<file path="config.mk">
export PLATFORM = sky130hd
export DESIGN_NAME = stopwatch_ctrl
export DESIGN_NICKNAME = d
export VERILOG_FILES = /design/src/rtl/stopwatch_ctrl.sv
export SDC_FILE = /design/constraint.sdc
export NUM_CORES = 1
export LEC_CHECK = 0
export CAP_MARGIN = 20
export CORE_ASPECT_RATIO = 1.1
export CORE_MARGIN = 1.5
export CORE_UTILIZATION = 43
export DETAILED_ROUTE_END_ITERATION = 10
export PLACE_DENSITY = 0.84
export SYNTH_ARGS = -nofsm -noshare
export SYNTH_HDL_FRONTEND = slang
export SYNTH_SLANG_ARGS = --single-unit
</file>
<file path="constraint.sdc">
create_clock -name clk -period 2 [get_ports clk]
set_clock_uncertainty 0.15 [all_clocks]
set_input_delay 0.2 -clock clk [delete_from_list [all_inputs] [get_ports clk]]
set_output_delay 0.2 -clock clk [all_outputs]
set_load 0.02 [all_outputs]
</file>
<file path="src/rtl/stopwatch_ctrl.sv">
// Run/pause/done sequencer for the 4-digit BCD stopwatch: debounces the start/stop
// button, decodes mode and preset, and drives the counter controls and done/blink status.
module stopwatch_ctrl #(
    parameter int DB_CYCLES   = 4,
    parameter int BLINK_TICKS = 50
) (
    input  logic        clk,
    input  logic        reset,
    input  logic        tick,
    input  logic        toggle,
    input  logic [1:0]  mode,
    input  logic [7:0]  sw,
    input  logic        count_zero,
    input  logic        count_max,
    output logic        load,
    output logic [15:0] load_val,
    output logic        cnt_en,
    output logic        cnt_up,
    output logic        done,
    output logic        blink
);

    localparam int DBW = $clog2(DB_CYCLES + 1);
    localparam int BW  = $clog2(BLINK_TICKS + 1);
    localparam logic [DBW-1:0] DB_LAST    = DBW'(DB_CYCLES - 1);
    localparam logic [BW-1:0]  BLINK_LAST = BW'(BLINK_TICKS - 1);

    typedef enum logic [1:0] {
        ST_IDLE  = 2'd0,
        ST_RUN   = 2'd1,
        ST_PAUSE = 2'd2,
        ST_DONE  = 2'd3
    } state_t;

    function automatic logic [3:0] clamp_bcd(input logic [3:0] nib);
        logic [3:0] res;
        if (nib > 4'd9) res = 4'd9;
        else            res = nib;
        return res;
    endfunction

    function automatic logic [15:0] preset_val(input logic [1:0] m, input logic [7:0] s);
        logic [15:0] res;
        case (m)
            2'b00:   res = 16'h0000;
            2'b01,
            2'b10:   res = {clamp_bcd(s[7:4]), clamp_bcd(s[3:0]), 8'h00};
            2'b11:   res = 16'h9999;
            default: res = 16'h0000;
        endcase
        return res;
    endfunction

    logic           sync1_r, sync2_r;
    logic           db_level_r;
    logic [DBW-1:0] db_cnt_r;
    logic [BW-1:0]  blink_cnt_r;
    logic [1:0]     mode_r;
    state_t         state_r, state_nx_s;
    logic           press_s, term_s, mode_chg_s;
    logic           load_r, cnt_en_r, cnt_up_r, done_r, blink_r;
    logic [15:0]    load_val_r;

    // Two-flop synchroniser for the asynchronous button.
    always_ff @(posedge clk or negedge reset) begin
        if (!reset) begin
            sync1_r <= 1'b0;
            sync2_r <= 1'b0;
        end else begin
            sync1_r <= toggle;
            sync2_r <= sync1_r;
        end
    end

    // Debounce: accept a new level after DB_CYCLES consecutive differing samples.
    always_ff @(posedge clk or negedge reset) begin
        if (!reset) begin
            db_level_r <= 1'b0;
            db_cnt_r   <= '0;
        end else if (sync2_r == db_level_r) begin
            db_cnt_r   <= '0;
        end else if (db_cnt_r == DB_LAST) begin
            db_level_r <= sync2_r;
            db_cnt_r   <= '0;
        end else begin
            db_cnt_r   <= db_cnt_r + DBW'(1);
        end
    end

    // Press event, terminal condition and mode-change detection.
    always_comb begin
        press_s    = (sync2_r != db_level_r) && (db_cnt_r == DB_LAST) && sync2_r;
        mode_chg_s = (mode != mode_r);
        if (cnt_up_r) term_s = count_max;
        else          term_s = count_zero;
    end

    // Next-state logic; a mode change outside IDLE overrides everything else.
    always_comb begin
        state_nx_s = state_r;
        if (mode_chg_s && (state_r != ST_IDLE)) begin
            state_nx_s = ST_IDLE;
        end else begin
            case (state_r)
                ST_IDLE: begin
                    if (press_s) state_nx_s = ST_RUN;
                    else         state_nx_s = ST_IDLE;
                end
                ST_RUN: begin
                    if (term_s)       state_nx_s = ST_DONE;
                    else if (press_s) state_nx_s = ST_PAUSE;
                    else              state_nx_s = ST_RUN;
                end
                ST_PAUSE: begin
                    if (press_s) state_nx_s = ST_RUN;
                    else         state_nx_s = ST_PAUSE;
                end
                ST_DONE: begin
                    if (press_s) state_nx_s = ST_IDLE;
                    else         state_nx_s = ST_DONE;
                end
                default: state_nx_s = ST_IDLE;
            endcase
        end
    end

    // State register, registered mode and registered counter controls.
    always_ff @(posedge clk or negedge reset) begin
        if (!reset) begin
            state_r    <= ST_IDLE;
            mode_r     <= 2'b00;
            load_r     <= 1'b0;
            load_val_r <= 16'h0000;
            cnt_en_r   <= 1'b0;
            cnt_up_r   <= 1'b0;
            done_r     <= 1'b0;
        end else begin
            state_r  <= state_nx_s;
            mode_r   <= mode;
            load_r   <= (state_nx_s == ST_IDLE);
            if (state_nx_s == ST_IDLE) load_val_r <= preset_val(mode, sw);
            else                       load_val_r <= load_val_r;
            cnt_en_r <= tick && (state_r == ST_RUN) && (state_nx_s == ST_RUN);
            cnt_up_r <= ~mode[1];
            done_r   <= (state_nx_s == ST_DONE);
        end
    end

    // Blink half-period counter; restarts dark on every entry to DONE.
    always_ff @(posedge clk or negedge reset) begin
        if (!reset) begin
            blink_cnt_r <= '0;
            blink_r     <= 1'b0;
        end else if ((state_r == ST_DONE) && (state_nx_s == ST_DONE)) begin
            if (tick) begin
                if (blink_cnt_r == BLINK_LAST) begin
                    blink_cnt_r <= '0;
                    blink_r     <= ~blink_r;
                end else begin
                    blink_cnt_r <= blink_cnt_r + BW'(1);
                end
            end
        end else begin
            blink_cnt_r <= '0;
            blink_r     <= 1'b0;
        end
    end

    assign load     = load_r;
    assign load_val = load_val_r;
    assign cnt_en   = cnt_en_r;
    assign cnt_up   = cnt_up_r;
    assign done     = done_r;
    assign blink    = blink_r;

endmodule

</file>
==> impl_metrics.py <==
metrics = {
    "outcome": {
        "status": "completed",
    },
    "synthesis": {
        "synth_top_family_by_area": "simple AND/OR/NAND/NOR gates",
        "synth_adder_area_share_pct": 4.35,
        "netlist.area_leader.share_pct": 52.2,
        "yosysMostFrequentCell": "dfrtp_1",
        "syn_area_um2": 1440,
        "synth-edff-count": 0,
        "ys.flop_type": "dfrtp_1",
        "synth_seq_area_share_pct": 52.2,
        "synth_cell_types": 32,
        "synth_compound_area_share_pct": 7.83,
        "async_reset_ff_share_pct": 100,
        "synth-simple-area-share_pct": 15.6,
        "syn_inst": 126,
        "avgSynthCellArea_um2": 11.4,
        "yosys_warnings": 0,
        "synth.area.mux_share_pct": 9.40,
        "yosysTopAreaCell": "dfrtp_1",
        "synth.area.top_cells": "dfrtp_1, mux2_2, ha_1",
        "synthTopCellsByCount": "dfrtp_1, mux2_2, nor2_1",
        "synth_seq_cells": 30,
        "synth-xor-area-share_pct": 4.26,
    },
    "placement": {
        "place_congestion": 0.792,
        "portBuffers": 32,
        "place_area_um2": 1820,
        "dp_slack_ps": -35.6,
        "dpl.hpwl_mm": 1.95,
    },
    "sta": {
        "hold_violations": 0,
        "fin_setup_tns_ps": 0,
        "fin_crit_sh_pct": 99.9,
        "slew_violations": 0,
        "setup_slack_ps": 2.35,
        "setup_viol": 0,
        "rsz0062_at_grt": "yes",
        "min_period_ps": 2000,
        "max_freq_mhz": 501,
    },
    "clock_network": {
        "insertion_delay_ps": 320,
        "cts-root-buf": "clkbuf_4",
        "cts_buffers": 5,
        "clk_path_buf_depth": 2,
        "clkSinkCount": 30,
        "hold_buffers": 0,
        "cts-htree-levels": 2,
        "cts_tree": "yes",
        "clkTransAtPathRegs_ps": 90,
    },
    "floorplan": {
        "die_w_um": 58.1,
        "core.rowCount": 21,
        "dieArea_um2": 3700,
        "pin_count": 37,
        "initial_core_util_pct": 46.0,
        "core_area_um2": 3130,
        "die_y_um": 63.6,
    },
    "setup_path": {
        "cpPeakStageDelay_ps": 400,
        "crit_family": "flip-flops",
        "worstSetupStartpoint": "db_cnt_r[0]$_DFF_PN0_",
        "arrival_ps": 2060,
        "required_ps": 2060,
        "worstSetupPathType": "reg2reg",
        "critPathMaxFanout": 5,
        "crit_chain": "ha_2 -> and4bb_4 -> and2_4 -> a211oi_4 -> buf_6 -> buf_12 -> mux2_4",
        "r2r-start": "db_cnt_r[0]$_DFF_PN0_",
        "endpoint_kind": "flip-flop",
        "crit_buf_inv": 2,
        "slowest_stage": "dfrtp_1",
        "crit_path_start_kind": "flip-flop",
    },
    "power_and_ir_drop": {
        "p_total_w": 0.00232,
        "p_seq_share_pct": 35.8,
        "internal_power_w": 0.00156,
        "ir_worst_vdd_uv": 813,
        "p_comb_share_pct": 48.6,
        "p_clk_share_pct": 15.6,
        "p_sw_w": 0.000753,
        "p_leak_nw": 0.882,
        "switching_share_pct": 32.5,
        "powerDensity_nw_per_um2": 1170,
    },
    "global_route": {
        "globalRouteOverflowTotal": 0,
        "grt_pass1_vias": 1126,
        "met2_usage_pct": 30.0,
        "grt_pass1_wl_mm": 5.02,
        "grt_max_degree": 31,
        "use_met1_pct": 21.8,
        "top_usage_layer": "met2",
        "antenna_found_initial": 0,
        "use_met3_pct": 6.16,
        "track_usage_pct": 18.0,
    },
    "finish": {
        "antennaDiodeCount": 0,
        "drive_above_1_share_pct": 22.0,
        "final_util_pct": 63.5,
        "final_nets": 193,
        "area.growth.synth_to_final_pct": 38.1,
        "final_cell_area_um2": 1990,
    },
    "drt": {
        "dr.pass1.iters": 4,
        "vias": 1050,
        "first_iter_violations": 47,
        "drt_wl_total_mm": 2.83,
        "drc": 0,
        "wl_per_cell_um": 13.7,
        "ant_nets": 0,
        "viasPerCell": 5.07,
    },
    "job": {
        "maxCapViolCount": 0,
    },
    "min_path": {
        "hold_class": "in2async",
    },
}
[what timing repair did]
action	in CTS	in global routing
resized for setup	12	1
buffers inserted	5	0
cloned	1	0
pin swaps	2	1
setup endpoints to repair	9	10
[final cells by class]
class,instances,area [um^2]
sequential,30,751
fill,247,1140
clock inverter,1,5.00
timing repair buffer,45,454
multi-input combinational,83,652
inverter,7,26.3
clock buffer,7,55.1
tap,34,42.5
[flip-flops by register name, indices dropped and copies added (netlist names)]
signal,flops
blink,1
blink_cnt_r,6
cnt_en,1
cnt_up,1
db_cnt_r,3
db_level_r,1
done,1
load,1
load_val,9
mode_r,2
state_r,2
sync1_r,1
sync2_r,1
[per-layer routing]
layer	vias up	routed length [um]	part of all wire (%)
met2	34	1430	50
met3	6	151	5.3
li1	520	-	-
met4	0	48	1.7
met5	-	0	0
met1	490	1200	42
[placed cells by master, fill, tap and decap left out, types with 2 or more instances in the layout]
| master | n |
|---|---|
| nor3_1 | 6 |
| nand2_1 | 5 |
| xor2_1 | 2 |
| xnor2_1 | 5 |
| conb_1 | 4 |
| clkbuf_4 | 5 |
| clkdlybuf4s50_1 | 32 |
| inv_1 | 7 |
| mux2_4 | 9 |
| ha_1 | 4 |
| nor4bb_1 | 4 |
| o21ai_0 | 5 |
| mux2_2 | 3 |
| nand4_1 | 2 |
| a21oi_1 | 6 |
| dfrtp_1 | 30 |
| buf_4 | 10 |
| nor2_1 | 11 |
[final timing paths]
kind                                         endpoint  slack, ps  cells after the start
max in group asynchronous    load_val[14]$_DFFE_PN0P_       1310                      2
hold / removal             blink_cnt_r[1]$_DFFE_PN0P_        110                      2
setup reg to reg             load_val[14]$_DFFE_PN0P_          2                      7
setup / recovery             load_val[14]$_DFFE_PN0P_          2                      7
hold reg to reg                     sync2_r$_DFF_PN0_        200                      0
min in group clk                    sync1_r$_DFF_PN0_        180                      1
[cells by family (layout without fill, tap and decap cells)]
| group | after synthesis | count (layout) |
|---|---|---|
| and+or+nand+nor | 38 | 38 |
| DFF | 30 | 30 |
| AOI/OAI and AO/OA | 17 | 17 |
| buffers and inverters | 16 | 60 |
| muxes | 12 | 12 |
| xor gates and xnor gates | 7 | 7 |
| adders and majority gates | 5 | 5 |
| other | 1 | 4 |
[power groups by stage]
stage / sequential [W] / clock [W] / combinational (W)
2_1_floorplan: 0.000886 / 0 / 0.000442
3_3_place_gp: 0.000826 / 0 / 0.000839
3_5_place_dp: 0.000829 / 0 / 0.000862
4_1_cts: 0.000827 / 0.000380 / 0.00113
5_1_grt: 0.000846 / 0.000401 / 0.00120
6_report: 0.000829 / 0.000362 / 0.00113
[per-stage QoR]
stage | hold slack [ps] | cells
global route | 128 | 207
floorplan | -246 | 129
CTS | 112 | 207
global placement | 182 | 193
finish | 111 | 207
detailed placement | 185 | 193
(Power assumes the default switching activity.)
